### src/rtl/uart_tx_queue.sv
// UART transmit queue: byte FIFO feeding a tx_en/tx_busy/tx_done launch FSM; optional UART_TXQ_WATERMARK_EN adds low_wm/txq_low.
// Latency: a push into an idle empty queue raises tx_en one edge later; the next frame launches one edge after tx_done.
// Backpressure: wr_ready drops when full; a push while full is dropped and sets the sticky overflow flag.
module uart_tx_queue #(
    parameter int DATA_BITS = 8,
    parameter int DEPTH     = 16,
    parameter int LVL_W     = $clog2(DEPTH) + 1
) (
    input  logic                 PCLK,
    input  logic                 PRESET,
    input  logic                 wr_valid,
    input  logic [DATA_BITS-1:0] wr_data,
    output logic                 wr_ready,
    input  logic                 flush,
    input  logic                 clr_ovf,
    input  logic                 tx_busy,
    input  logic                 tx_done,
    output logic                 tx_en,
    output logic [DATA_BITS-1:0] tx_data,
    output logic                 empty,
    output logic                 full,
    output logic [LVL_W-1:0]     level,
    output logic                 overflow,
`ifdef UART_TXQ_WATERMARK_EN
    input  logic [LVL_W-1:0]     low_wm,
    output logic                 txq_low,
`endif
    output logic                 active
);

    localparam int PTR_W = $clog2(DEPTH);
    localparam logic [LVL_W-1:0] LVL_FULL = LVL_W'(DEPTH);

    typedef enum logic [1:0] {IDLE, START, WAIT} state_t;

    state_t               state, state_nxt;
    logic [DATA_BITS-1:0] mem [DEPTH];
    logic [PTR_W-1:0]     wr_ptr, rd_ptr;
    logic                 push, pop, load;

    assign full     = (level == LVL_FULL);
    assign empty    = (level == '0);
    assign wr_ready = !full;
    assign tx_en    = (state == START);
    assign active   = (state != IDLE);

    // flush outranks both push and pop so a flushed cycle never moves data
    assign push = wr_valid && !full && !flush;
    assign pop  = load;

    always_ff @(posedge PCLK) begin
        if (push) begin
            mem[wr_ptr] <= wr_data;
        end
    end

    always_ff @(posedge PCLK or posedge PRESET) begin
        if (PRESET) begin
            wr_ptr <= '0;
            rd_ptr <= '0;
            level  <= '0;
        end else if (flush) begin
            wr_ptr <= '0;
            rd_ptr <= '0;
            level  <= '0;
        end else begin
            if (push) wr_ptr <= wr_ptr + 1'b1;
            if (pop)  rd_ptr <= rd_ptr + 1'b1;
            case ({push, pop})
                2'b10:   level <= level + 1'b1;
                2'b01:   level <= level - 1'b1;
                default: level <= level;
            endcase
        end
    end

    // set wins over a coincident clear
    always_ff @(posedge PCLK or posedge PRESET) begin
        if (PRESET) begin
            overflow <= 1'b0;
        end else if (wr_valid && full && !flush) begin
            overflow <= 1'b1;
        end else if (clr_ovf) begin
            overflow <= 1'b0;
        end
    end

    always_ff @(posedge PCLK or posedge PRESET) begin
        if (PRESET) begin
            state   <= IDLE;
            tx_data <= '0;
        end else begin
            state <= state_nxt;
            if (load) tx_data <= mem[rd_ptr];
        end
    end

    always_comb begin
        state_nxt = state;
        load      = 1'b0;
        case (state)
            IDLE: begin
                if (!empty && !flush) begin
                    state_nxt = START;
                    load      = 1'b1;
                end
            end
            START: begin
                if (tx_done)      state_nxt = IDLE;
                else if (tx_busy) state_nxt = WAIT;
            end
            WAIT: begin
                if (tx_done) state_nxt = IDLE;
            end
            default: state_nxt = IDLE;
        endcase
    end

`ifdef UART_TXQ_WATERMARK_EN
    always_ff @(posedge PCLK or posedge PRESET) begin
        if (PRESET) begin
            txq_low <= 1'b1;
        end else begin
            txq_low <= (level <= low_wm);
        end
    end
`endif

endmodule

### config.mk
export PLATFORM = sky130hd
export DESIGN_NAME = uart_tx_queue
export DESIGN_NICKNAME = d
export VERILOG_FILES = /design/src/rtl/uart_tx_queue.sv
export SDC_FILE = /design/constraint.sdc
export NUM_CORES = 1
export LEC_CHECK = 0
export CORE_ASPECT_RATIO = 1.5
export CORE_MARGIN = 5
export CORE_UTILIZATION = 59
export DETAILED_ROUTE_END_ITERATION = 7
export PLACE_DENSITY = 0.88
export SLEW_MARGIN = 20
export SYNTH_ARGS = -nofsm -noshare
export SYNTH_HDL_FRONTEND = slang
export SYNTH_SLANG_ARGS = --single-unit
### constraint.sdc
create_clock -name PCLK -period 3.2 [get_ports PCLK]
set_input_delay 0.8 -clock PCLK [delete_from_list [all_inputs] [get_ports PCLK]]
set_output_delay 0.8 -clock PCLK [all_outputs]
set_load 0.05 [all_outputs]
==> metrics.md <==
| Metric | Value |
|---|---|
| Slew headroom | 56.6% |
| Skew final | 0.00856 ns |
| Number of cell rows | 46 |
| NumNets Final | 419 |
| Mapped Cells | 336 |
| Post-DP HPWL | 8.50 mm |
| GR Overflow Total | 0 |
| DRT iter0 DRCs | 275 |
| Antenna diodes | 0 |
| Sequential area share after synthesis | 69.4% |
| Most frequent cells in the layout | 128 x edfxtp_1, 31 x clkdlybuf4s50_1, 27 x buf_4 |
| Worst-path cell chain | nor4_2, nand2_1, clkdlybuf4s50_1 |
| Share of cells above drive strength 1 | 22.9% |
| Core Area | 0.0106 sq mm |
| Startpoint Class | flip-flop |
| Synth Flop Type | edfxtp_1 |
| Post-synth EDFFs | 128 |
| Vias per cell | 6.23 |
| # IOs | 34 |
| Finish-stage setup viols | 0 |
| Vias in the first global route | 3635 |
| Reg area | 0.00445 sq mm |
| Worst EP arrival | 2.29 ns |
| Htree depth | 4 |
| Yosys top cell area share | 60.0% |
| RSZ-0062 raised after global routing | false |
| Mapped Avg Cell Area | 19.1 sq um |
| Multi-input gate area | 0.00178 sq mm |
| Syn Nets | 358 |
| Largest net degree at the start of global routing | 36 |
| Synth area leader | edfxtp_1 |
| Clock transition at the registers of the reported paths | 0.06 ns |
| Pre-antenna DRT Iters | 6 |
| Tot GR Track Use | 23.5% |
| CTS tree | built |
| Slowest stage delay, CP | 0.73 ns |
| Initial antenna violation count | 0 |
| Fin crit period | 3.09 ns |
| Leading cell type in the layout, fill and taps excluded | edfxtp_1 |
| WL/cell | 24.9 um |
| Worst path top cell family by delay | buffers and inverters |
| CTS Root Cell | clkbuf_16 |
| Initial Util | 60.4% |
| CP Capture Type | output port |
| Warning count from the yosys run | 0 |
| Via count | 3453 |
| VDD IR max | 0.000455 V |
| CP max-delay cell | clkdlybuf4s50_1 |
| Tightest Pin Transition | 0.650 ns |
| Die X | 95.0 um |
| Routed Antenna Nets | 0 |
| Die Y | 138 um |
| Leak Pwr | 0.00265 uW |
| # hold bufs at CTS | 0 |
| Drc violations | 0 |
| Area post-placement | 0.00698 sq mm |
| P&R area growth vs syn | 18.7% |
| Syn Std Cell Area | 0.00640 sq mm |
| Post-layout instance area | 0.00760 sq mm |
| Critical path class | reg -> out |
| Max clock buf depth | 2 |
| Clk_lat worst skew | 0.42 ns |
| Die area | 0.0131 sq mm |
| Yosys cell types | 46 |
| Number of fill cells | 648 |
| Setup_tns | 0 ns |
| # Max-Cap Violations | 0 |
| Pwr/cell area | 868 mW/mm^2 |
| Critical Path Fanout Max | 8 |
| Clock sinks | 152 |
| Final slew viol count | 0 |
| Num CTS Buffers | 17 |
| WP data required | 2.40 ns |
| Final WS setup | 0.115 ns |
| Max frequency | 324 MHz |
| Hold WC Path Type | reg -> reg |
| Overall power | 6590 uW |
| FF+latch count, synth | 152 |
| Wirelength, routed | 13.8 mm |
| Crit path buf inv count | 1 |
| Status | completed |
| Tcrit/Tclk final | 96.4% |
| Fin util | 71.8% |
| Synth async-reset ratio | 15.8% |
| Number of port buffers | 33 |
| Fin. Hold Viols | 0 |
| Pre-CTS setup slack | 0.267 ns |
| Largest cells by area after synthesis | edfxtp_1 60%, dfrtp_1 9.4%, mux4_1 9.0% |
| First-pass GRT wire length | 21.2 mm |
| RD Place Congestion | 0.769 |
-- per-layer routing --
metal	global-route usage, %	up-vias	wire length (um)
met1	27.2	1791	4980
met5	0	-	0
met2	41.1	160	7610
li1	-	1470	-
met4	9.15	0	358
met3	6.61	32	830
-- cell usage after synthesis (2+ instances only) --
cell and n:
edfxtp_1 128, nor2_1 26, dfrtp_1 24, mux4_1 22
mux4_2 18, nand2_1 10, a21oi_1 9, inv_1 9
mux2_2 8, ha_1 7, nor3_1 7, buf_6 6
o21ai_0 5, clkbuf_1 4, xnor2_1 4, xor2_1 4
a21boi_0 3, buf_2 3, buf_4 3, nand2b_1 3
nor2b_1 3, a211oi_1 2, nand3_1 2, o22ai_1 2
or2_2 2, or3_1 2
-- sequential cells by signal, indices dropped and copies added (netlist names) --
name,flops
mem,128
tx_data,8
level,5
rd_ptr,4
wr_ptr,4
state,2
overflow,1
-- final timing paths --
kind | startpoint | to | slack [ns] | cells past startpoint
max | level[0]$_DFFE_PP0P_ | wr_ready | 0.11 | 3
min | tx_data[6]$_DFFE_PP0P_ | tx_data[6]$_DFFE_PP0P_ | 0.51 | 1
max reg2reg | level[1]$_DFFE_PP0P_ | level[4]$_DFFE_PP0P_ | 0.45 | 9
min reg2reg | tx_data[6]$_DFFE_PP0P_ | tx_data[6]$_DFFE_PP0P_ | 0.51 | 1
max in group asynchronous | PRESET | tx_data[3]$_DFFE_PP0P_ | 1.87 | 3
min in group asynchronous | PRESET | wr_ptr[3]$_DFFE_PP0P_ | 0.76 | 2
-- what timing repair did --
action	CTS	global route
resized for setup	1	0
setup buffers	0	0
setup endpoints to repair	1	0
-- stage by stage --
stage / hold WS [ns] / instances
3_3_place_gp: 0.490 / 522
3_5_place_dp: 0.498 / 522
5_1_grt: 0.543 / 554
2_1_floorplan: 0.469 / 336
4_1_cts: 0.513 / 554
6_report: 0.513 / 554
-- cell families (layout without fill, tap and decap cells) --
| kind of cell | after synthesis | count (layout) | share of synthesized area (%) |
|---|---|---|---|
| flip-flops | 152 | 152 | 69.4 |
| AND/OR/NAND/NOR | 63 | 63 | 4.91 |
| multiplexers | 49 | 49 | 16.9 |
| AO/OA/AOI/OAI | 30 | 30 | 3.52 |
| adder cells (fa/ha/maj) | 7 | 7 | 1.37 |
| XOR/XNOR | 8 | 8 | 1.09 |
| buffers and inverters | 27 | 101 | 2.76 |
-- worst reg2reg max path: stages (launching register included) --
cell and delay, ns:
dfrtp_1 0.40, buf_4 0.18, or4_4 0.56, o211ai_4 0.26, xnor2_1 0.17, ha_1 0.24, o21ai_0 0.09, o21ai_0 0.26
o21ai_0 0.15, a211oi_1 0.32
-- final cells by class --
| class | count | share of cell area (%) |
|---|---|---|
| clock inverters | 15 | 2.52 |
| repair buffers | 60 | 7.13 |
| multi-input cells | 157 | 23.4 |
| well taps | 144 | 2.37 |
| flip-flops and latches | 152 | 58.5 |
| clock buffers | 17 | 5.60 |
| inverters | 9 | 0.445 |
-- power by group --
part	switching, uW	internal [uW]	total, uW
sequential	158	2290	2450
clock	813	1250	2060
combinational	1200	890	2090
total	2170	4430	6590
No activity file was read; power rests on OpenSTA's default activity.
